--- src/rtl/deframer_pkg.sv ---
// Shared definitions for the packet deframer: parser state encoding,
// per-packet status codes and the default start-of-frame marker.
package deframer_pkg;

  typedef enum logic [1:0] {
    HUNT    = 2'd0,
    LEN     = 2'd1,
    PAYLOAD = 2'd2,
    CHK     = 2'd3
  } state_e;

  localparam logic [1:0] ERR_NONE    = 2'd0;
  localparam logic [1:0] ERR_LEN     = 2'd1;
  localparam logic [1:0] ERR_CHK     = 2'd2;
  localparam logic [1:0] ERR_TIMEOUT = 2'd3;

  localparam logic [7:0] SOF_DEFAULT = 8'hA5;

endpackage

--- src/rtl/deframer_skid.sv ---
// Two-entry output buffer holding payload bytes with their last flag.
// Ports:
//   clk, rst_n               clock, asynchronous active-low reset
//   push_i, push_data_i,
//   push_last_i              write one entry
//   ready_i                  downstream accepts the head entry
//   valid_o, data_o, last_o  head entry (registered)
//   count_o                  occupancy, 0..2
module deframer_skid (
  input  logic       clk,
  input  logic       rst_n,
  input  logic       push_i,
  input  logic [7:0] push_data_i,
  input  logic       push_last_i,
  input  logic       ready_i,
  output logic       valid_o,
  output logic [7:0] data_o,
  output logic       last_o,
  output logic [1:0] count_o
);

  logic [8:0] ent0_q;
  logic [8:0] ent1_q;
  logic [1:0] count_q;
  logic       pop;
  logic [8:0] push_ent;

  assign pop      = (count_q != 2'd0) && ready_i;
  assign push_ent = {push_last_i, push_data_i};

  // ent0_q is always the head; ent1_q only holds data when count_q == 2.
  always_ff @(posedge clk or negedge rst_n) begin
    if (!rst_n) begin
      ent0_q  <= '0;
      ent1_q  <= '0;
      count_q <= '0;
    end else begin
      unique case ({push_i, pop})
        2'b01: begin
          ent0_q  <= ent1_q;
          count_q <= count_q - 2'd1;
        end
        2'b10: begin
          if (count_q == 2'd0) ent0_q <= push_ent;
          else                 ent1_q <= push_ent;
          count_q <= count_q + 2'd1;
        end
        2'b11: begin
          if (count_q == 2'd1) begin
            ent0_q <= push_ent;
          end else begin
            ent0_q <= ent1_q;
            ent1_q <= push_ent;
          end
        end
        default: ;
      endcase
    end
  end

  assign valid_o = (count_q != 2'd0);
  assign data_o  = ent0_q[7:0];
  assign last_o  = ent0_q[8];
  assign count_o = count_q;

  // The read-credit rule upstream must never let the buffer overflow.
  a_no_overflow: assert property (@(posedge clk) disable iff (!rst_n)
    !(push_i && !pop && (count_q == 2'd2)));

endmodule

--- src/rtl/pkt_deframer.sv ---
// Packet deframer: pops bytes from an upstream byte FIFO, hunts for SOF,
// parses LEN, streams the payload on a valid/ready port, verifies the
// trailing checksum (LEN + payload, mod 256) and keeps status counters.
// Ports:
//   clk, srst_n                      clock, asynchronous active-low reset
//   fifo_dout, fifo_empty,
//   fifo_rd_en                       upstream FIFO (data one cycle after read)
//   out_data, out_valid, out_last,
//   out_ready                        payload stream
//   pkt_done, pkt_err                per-frame status pulse and code
//   good_cnt, err_cnt                saturating frame counters
module pkt_deframer
  import deframer_pkg::*;
#(
  parameter logic [7:0]  SOF     = SOF_DEFAULT,
  parameter int unsigned MAX_LEN = 64,
  parameter int unsigned TIMEOUT = 255,
  parameter int unsigned CNT_W   = 16
) (
  input  logic             clk,
  input  logic             srst_n,
  input  logic [7:0]       fifo_dout,
  input  logic             fifo_empty,
  output logic             fifo_rd_en,
  output logic [7:0]       out_data,
  output logic             out_valid,
  output logic             out_last,
  input  logic             out_ready,
  output logic             pkt_done,
  output logic [1:0]       pkt_err,
  output logic [CNT_W-1:0] good_cnt,
  output logic [CNT_W-1:0] err_cnt
);

  localparam int unsigned     IDLE_W     = $clog2(TIMEOUT + 1);
  localparam logic [IDLE_W-1:0] IDLE_LAST = IDLE_W'(TIMEOUT - 1);
  localparam logic [7:0]      MAX_LEN_B  = 8'(MAX_LEN);

  state_e             state_q;
  logic               inflight_q;
  logic [7:0]         remaining_q;
  logic [7:0]         sum_q;
  logic [IDLE_W-1:0]  idle_q;
  logic               pkt_done_q;
  logic [1:0]         pkt_err_q;
  logic [CNT_W-1:0]   good_q;
  logic [CNT_W-1:0]   err_q;

  logic [1:0]         skid_count;
  logic               skid_push;
  logic               frame_end;
  logic [1:0]         frame_code;

  // Credit counts the byte still in flight from the FIFO, whatever state consumes it.
  assign fifo_rd_en = srst_n && !fifo_empty &&
                      (({1'b0, skid_count} + {2'b00, inflight_q}) < 3'd2);

  assign skid_push = inflight_q && (state_q == PAYLOAD);

  // End-of-frame decision; timeout fires on the TIMEOUT-th consecutive idle cycle.
  always_comb begin
    frame_end  = 1'b0;
    frame_code = ERR_NONE;
    if (inflight_q) begin
      unique case (state_q)
        LEN: begin
          if ((fifo_dout == 8'd0) || (fifo_dout > MAX_LEN_B)) begin
            frame_end  = 1'b1;
            frame_code = ERR_LEN;
          end
        end
        CHK: begin
          frame_end  = 1'b1;
          frame_code = (fifo_dout == sum_q) ? ERR_NONE : ERR_CHK;
        end
        default: ;
      endcase
    end else if ((state_q != HUNT) && (idle_q == IDLE_LAST)) begin
      frame_end  = 1'b1;
      frame_code = ERR_TIMEOUT;
    end
  end

  always_ff @(posedge clk or negedge srst_n) begin
    if (!srst_n) begin
      state_q     <= HUNT;
      inflight_q  <= 1'b0;
      remaining_q <= '0;
      sum_q       <= '0;
      idle_q      <= '0;
      pkt_done_q  <= 1'b0;
      pkt_err_q   <= ERR_NONE;
      good_q      <= '0;
      err_q       <= '0;
    end else begin
      inflight_q <= fifo_rd_en;
      pkt_done_q <= frame_end;
      idle_q     <= ((state_q == HUNT) || inflight_q) ? '0 : idle_q + IDLE_W'(1);
      if (frame_end) begin
        pkt_err_q <= frame_code;
        state_q   <= HUNT;
        if (frame_code == ERR_NONE) begin
          if (good_q != '1) good_q <= good_q + CNT_W'(1);
        end else begin
          if (err_q != '1) err_q <= err_q + CNT_W'(1);
        end
      end else if (inflight_q) begin
        unique case (state_q)
          HUNT: if (fifo_dout == SOF) state_q <= LEN;
          LEN: begin
            remaining_q <= fifo_dout;
            sum_q       <= fifo_dout;
            state_q     <= PAYLOAD;
          end
          PAYLOAD: begin
            sum_q       <= sum_q + fifo_dout;
            remaining_q <= remaining_q - 8'd1;
            if (remaining_q == 8'd1) state_q <= CHK;
          end
          default: ;
        endcase
      end
    end
  end

  deframer_skid u_skid (
    .clk         (clk),
    .rst_n       (srst_n),
    .push_i      (skid_push),
    .push_data_i (fifo_dout),
    .push_last_i (remaining_q == 8'd1),
    .ready_i     (out_ready),
    .valid_o     (out_valid),
    .data_o      (out_data),
    .last_o      (out_last),
    .count_o     (skid_count)
  );

  assign pkt_done = pkt_done_q;
  assign pkt_err  = pkt_err_q;
  assign good_cnt = good_q;
  assign err_cnt  = err_q;

endmodule

--- config.mk ---
export PLATFORM = sky130hd
export DESIGN_NAME = pkt_deframer
export DESIGN_NICKNAME = d
export VERILOG_FILES = /design/src/rtl/deframer_pkg.sv /design/src/rtl/deframer_skid.sv /design/src/rtl/pkt_deframer.sv
export SDC_FILE = /design/constraint.sdc
export NUM_CORES = 1
export LEC_CHECK = 0
export ABC_CLOCK_PERIOD_IN_PS = 4100
export CAP_MARGIN = 20
export CORE_MARGIN = 2
export CORE_UTILIZATION = 60
export DETAILED_ROUTE_END_ITERATION = 7
export PLACE_DENSITY = 0.85
export SLEW_MARGIN = 20
export SYNTH_ARGS = -nofsm -noshare
export SYNTH_HDL_FRONTEND = slang
export SYNTH_HIERARCHICAL = 1
export SYNTH_SLANG_ARGS = --single-unit
--- constraint.sdc ---
create_clock -name clk -period 4.1 [get_ports clk]
set_clock_uncertainty 0.1 [all_clocks]
set_input_delay 1.23 -clock clk [delete_from_list [all_inputs] [get_ports clk]]
set_output_delay 1.23 -clock clk [all_outputs]
set_load 0.005 [all_outputs]
After elaboration in Yosys (flattened, before gate mapping)
Cells that the tools add are included.

word-level totals
  flip-flop bits (word level) = 82
  bits of input ports = 12
  output and inout bits = 46
  logic and storage cells = 92

operators by class
  $add $sub $neg = 8
  order comparisons = 2
  equality and inequality tests = 18
  mux-type cells = 24
  bitwise operators = 2
  reduce and logical (&&, ||, !) cells = 26

operators by type and width
  operator                                                                          count
  9-bit 2-to-1 mux                                                                  4
  16-bit by 1-bit adder with 16-bit output (second input constant)                  2
  16-bit inequality test (second input constant)                                    2
  8-bit case mux with 2 select lines                                                2
  9-bit case mux with 3 select lines                                                1
  9-bit case mux with 2 select lines                                                1
  8-bit equality test (second input constant)                                       2
  2-bit 2-to-1 mux                                                                  7
  3-bit AND reduction                                                               4
  2-bit nonzero test                                                                6
  8-bit by 1-bit adder with 8-bit output (second input constant)                    1
  8-bit adder                                                                       1
  2-bit equality test (second input constant)                                       4
  8-bit by 1-bit equality test with 1-bit output (second input constant)            1
  8-bit equality test                                                               1
  8-bit by 7-bit greater-than comparator with 1-bit output (second input constant)  1
  8-bit logical NOT                                                                 1
  8-bit 2-to-1 mux                                                                  1
  2-bit case mux with 2 select lines                                                2
  8-bit by 1-bit subtractor with 8-bit output (second input constant)               1
  2-bit by 1-bit equality test with 1-bit output (second input constant)            3
  2-bit logical NOT                                                                 3
  3-bit by 2-bit inequality test with 1-bit output (second input constant)          2
  2-bit case mux with 3 select lines                                                1
  16 further kinds                                                                  26

Depth between registers and ports, before layout
  word-level depth = 8
  mapped depth = 10
  mapped depth without buffers = 8

Modules after synthesis
Netlist, hierarchy kept.

by module, submodules not included
  module         times used  cells an instance  area each (um^2)  sequential area each (um^2)
  pkt_deframer   1           384                3890.0            1551.5
  deframer_skid  1           88                 1027.2            500.5

Worst setup path after synthesis
OpenSTA, ideal clock, no wires.

  path type = input-to-reg
  start = in fifo_dout[2]
  end = reg err_q[12], in the netlist err_cnt[12]
  setup time = 128 ps
  data arrival time = 2990 ps
  data required time = 3872 ps
  setup slack = 882 ps
  cell stages on the path = 7
  path buffers = 1
  path through = ha_1 nor4_2 nand3_2 a31oi_4 buf_6 a21oi_1 mux2_1

between the ends
  longest elaborated chain between the ends = 8
  elaborated cells on any way between the ends = 14
  those cells by class = 1 x order compare; 1 x eq/ne; 7 x mux; 1 x bitwise; 4 x reduce/logical

ends and longest elaborated chain
  element                                                                                        line                 RTL
  start, declared                                                                                pkt_deframer.sv:22   input logic [7:0] fifo_dout,
  8-bit by 7-bit greater-than comparator with 1-bit output or 8-bit logical NOT (tied branches)  pkt_deframer.sv:67   if ((fifo_dout == 8'd0) || (fifo_dout > MAX_LEN_B)) begin
  1-bit logical OR                                                                               pkt_deframer.sv:67
  1-bit 2-to-1 mux                                                                               pkt_deframer.sv:67
  2-bit case mux with 2 select lines                                                             pkt_deframer.sv:65   unique case (state_q)
  2-bit 2-to-1 mux                                                                               pkt_deframer.sv:64   if (inflight_q) begin
  2-bit logical NOT                                                                              pkt_deframer.sv:102  if (frame_code == ERR_NONE) begin
  1-bit inverter (no source line)                                                                --
  3-bit AND reduction (no source line) *                                                         --
  end signal, assigned                                                                           pkt_deframer.sv:105  if (err_q != '1) err_q <= err_q + CNT_W'(1);
  end, declared                                                                                  pkt_deframer.sv:47   logic [CNT_W-1:0] err_q;

Every way passes the cells marked *; elsewhere a longest branch is shown, timed or not.
A chain may end at the register's enable or synchronous reset.

Worst setup path in the final report
  start = in fifo_empty
  end = out fifo_rd_en

between the ends
  longest elaborated chain between the ends = 3

ends and longest elaborated chain
  element                          line                RTL
  start, declared                  pkt_deframer.sv:23  input logic fifo_empty,
  1-bit logical NOT                pkt_deframer.sv:55  assign fifo_rd_en = srst_n && !fifo_empty &&
  1-bit logical AND (2 in series)  pkt_deframer.sv:55
  end, declared                    pkt_deframer.sv:24  output logic fifo_rd_en,

No other way between the ends.

==> metrics.md <==
| Metric | Value |
|---|---|
| Largest net degree at the start of global routing | `83` |
| Clock Tree Buf Depth | `2` |
| Core area | `8093 um2` |
| WP data arrival | `2.64 ns` |
| Worst-Margin Slew | `0.7765 ns` |
| EDFF count, synth | `0` |
| Cell family with most CP delay | `buffers and inverters` |
| H-tree depth | `3` |
| DRT antenna net count | `0` |
| Top_reg_cell synth | `dfrtp_1` |
| Num CTS Buffers | `9` |
| DRC viols | `0` |
| Worst-path cell with the longest stage delay | `clkdlybuf4s50_1` |
| Rows | `33` |
| Critical Path, Cell by Cell | `clkdlybuf4s50_1 -> a2111oi_0 -> clkdlybuf4s50_1` |
| Fin crit share | `96.79%` |
| Critical path buffers and inverters | `2` |
| Sequential area share after synthesis | `41.73%` |
| Slowest stage delay, CP | `0.60 ns` |
| Syn Std Cell Area | `4917 um2` |
| Post-Route WL | `10.75 mm` |
| CP required | `2.77 ns` |
| Io pins | `58` |
| CP dominant cell by count | `clkdlybuf4s50_1` |
| CTS Hold Bufs | `0` |
| Yosys Warn Count | `6` |
| # setup viols final | `0` |
| Hold/Removal Path Class | `flip-flop to flip-flop` |
| Syn-to-layout area delta | `20.10%` |
| Number of hold violations in the final report | `0` |
| Chip Height | `94.53 um` |
| Crit end category | `primary output` |
| CTS clk-pin slew, worst paths | `0.08 ns` |
| Vias in the first global route | `3920` |
| Pwr per Cell Area | `491.9 nW/um2` |
| HPWL after DPL | `7.610 mm` |
| Final #Nets | `580` |
| Clk Latency, worst-skew pair | `0.36 ns` |
| CP Depth | `3` |
| Max-cap violation count | `0` |
| Leak pwr | `2.549 nW` |
| Filler Cell Count | `578` |
| First-pass GRT wire length | `18.12 mm` |
| Pins Over Slew Limit | `0` |
| Worst slack, placed | `0.1218 ns` |
| Fin crit period | `3.968 ns` |
| Iteration-0 DRC Markers | `211` |
| Yosys reg bits | `82` |
| Instance area at placement | `5675 um2` |
| Peak VDD IR | `218.0 uV` |
| Area leader, netlist | `dfrtp_1` |
| Starting Density | `60.76%` |
| Commonest cells in the synthesized netlist | `dfrtp_1, nor2_1, nand2_1` |
| Worst Reg-to-Reg Cells | `8` |
| Postcts setup bufs | `0` |
| Diode count | `0` |
| Fin area | `5906 um2` |
| Final worst setup slack | `0.1318 ns` |
| CTS Sinks | `82` |
| Cts repair resizes | `0` |
| Layout cells sized above 1 | `14.08%` |
| Largest cells by area after synthesis | `dfrtp_1, ha_1, mux2_2` |
| Worst-path maximum fanout | `2` |
| GRT overflow | `0` |
| Routability Congestion | `0.8760` |
| WS Path Type | `input port to primary output` |
| Root Driver | `clkbuf_8` |
| DR pass1 iterations | `4` |
| Vias | `3956` |
| Die W | `94.53 um` |
| RSZ-0062 raised after global routing | `no` |
| Post-Route Setup TNS | `0 ns` |
| Initial antenna violation count | `0` |
| Net count after synthesis | `510` |
| Avg Inst Size Synth | `10.42 um2` |
| CTS tree | `yes` |
| Die ar. | `8936 um2` |
| Hold Path Stages | `2` |
| Asr flop ratio synth | `100.0%` |
| Peak Freq | `252.0 MHz` |
| Tot GR Track Use | `25.64%` |
| Most common cell in the synthesized netlist | `dfrtp_1` |
| WL per Instance | `16.48 um` |
| Via density | `6.067` |
| Status | `complete, no violations` |
| Setup crit start kind | `input port` |
| Gate Count Post-Synth | `472` |
| Slew headroom | `48.23%` |
| Number of port buffers | `57` |
| Yosys top cell area share | `41.73%` |
| Cell variety after synth | `73` |
cells by family (layout without fill, tap and decap cells):
| logic type | after synthesis | in the layout | share of synthesized area, % |
|---|---|---|---|
| DFF | 82 | 82 | 41.73 |
| adders and majority gates | 26 | 26 | 6.768 |
| buffers and inverters | 34 | 109 | 3.282 |
| AOI/OAI and AO/OA | 100 | 100 | 16.79 |
| xor gates and xnor gates | 33 | 33 | 5.878 |
| and+or+nand+nor | 171 | 171 | 19.49 |
| muxes | 26 | 26 | 6.056 |
per-stage QoR:
stage	hold slack (ns)	cells	util [%]	power, mW
after floorplan	0.3538	472	-	1.876
after global placement	0.3686	635	70.04	2.181
after detailed placement	0.3803	636	70.13	2.240
after CTS	0.4000	652	72.93	2.913
after global routing	0.4180	652	72.97	3.100
final	0.3955	652	72.97	2.905
cells in the final DEF (no fill, tap or decap), types with 4 or more instances in the layout:
cell	n
xor2_1	17
xnor2_1	16
and3_1	13
and2_1	5
nor3_1	12
clkbuf_8	10
o22ai_1	8
dfrtp_1	82
buf_4	14
nand2_1	34
a31oi_1	6
mux2_2	15
nand3_1	21
nand2b_1	4
o21ai_0	20
nand4_1	14
a211oi_2	5
nor2_1	36
a21oi_1	14
inv_1	19
a221oi_1	7
ha_1	25
clkdlybuf4s50_1	56
mux2i_1	8
or3_1	6
flip-flops by register name (all words and copies together), names as in the netlist:
name            cells
err_cnt            16
good_cnt           16
u_skid/ent0_q       9
u_skid/ent1_q       9
idle_q              8
remaining_q         8
sum_q               8
pkt_err             2
state_q             2
u_skid/count_o      2
inflight_q          1
pkt_done            1
worst min-delay path: cells and delay by family, from the launching register on:
family / cells / cell delay, ns
flip-flops: 1 / 0.36
AO/OA/AOI/OAI: 1 / 0.06
AND/OR/NAND/NOR: 1 / 0.05
report_power, final:
part | internal (mW) | total [mW] | leakage [nW] | switching [mW]
registers | 0.994 | 1.15 | 1.09 | 0.160
clock network | 0.363 | 0.666 | 0.110 | 0.303
logic | 0.517 | 1.09 | 1.35 | 0.569
total | 1.87 | 2.90 | 2.55 | 1.03
path summary, 6_finish.rpt:
check	startpoint	end	slack [ns]
worst max-delay path	fifo_empty	fifo_rd_en	0.13
worst min-delay path	sum_q[4]	sum_q[4]	0.40
worst max register to register	state_q[0]	err_cnt[8]	1.48
worst min register to register	sum_q[4]	sum_q[4]	0.40
max in group asynchronous	srst_n	sum_q[1]	2.46
min in group asynchronous	srst_n	u_skid/count_o[0]	0.90
layer usage:
metal	up-vias	GRT usage, %	wire length (um)
li1	1882	-	-
met1	1947	34.13	4750
met2	112	41.55	5324
met3	15	6.065	497
met4	0	8.454	174
met5	-	0	0
final cells by class:
type	count	area (um2)	area share, %
Multi-Input combinational cell	356	2704	45.78
Sequential cell	82	2052	34.75
Timing Repair Buffer	73	716.9	12.14
Clock buffer	11	141.4	2.394
Tap cell	105	131.4	2.225
Clock inverter	5	85.08	1.441
Inverter	20	75.07	1.271
(Power assumes the default switching activity.)
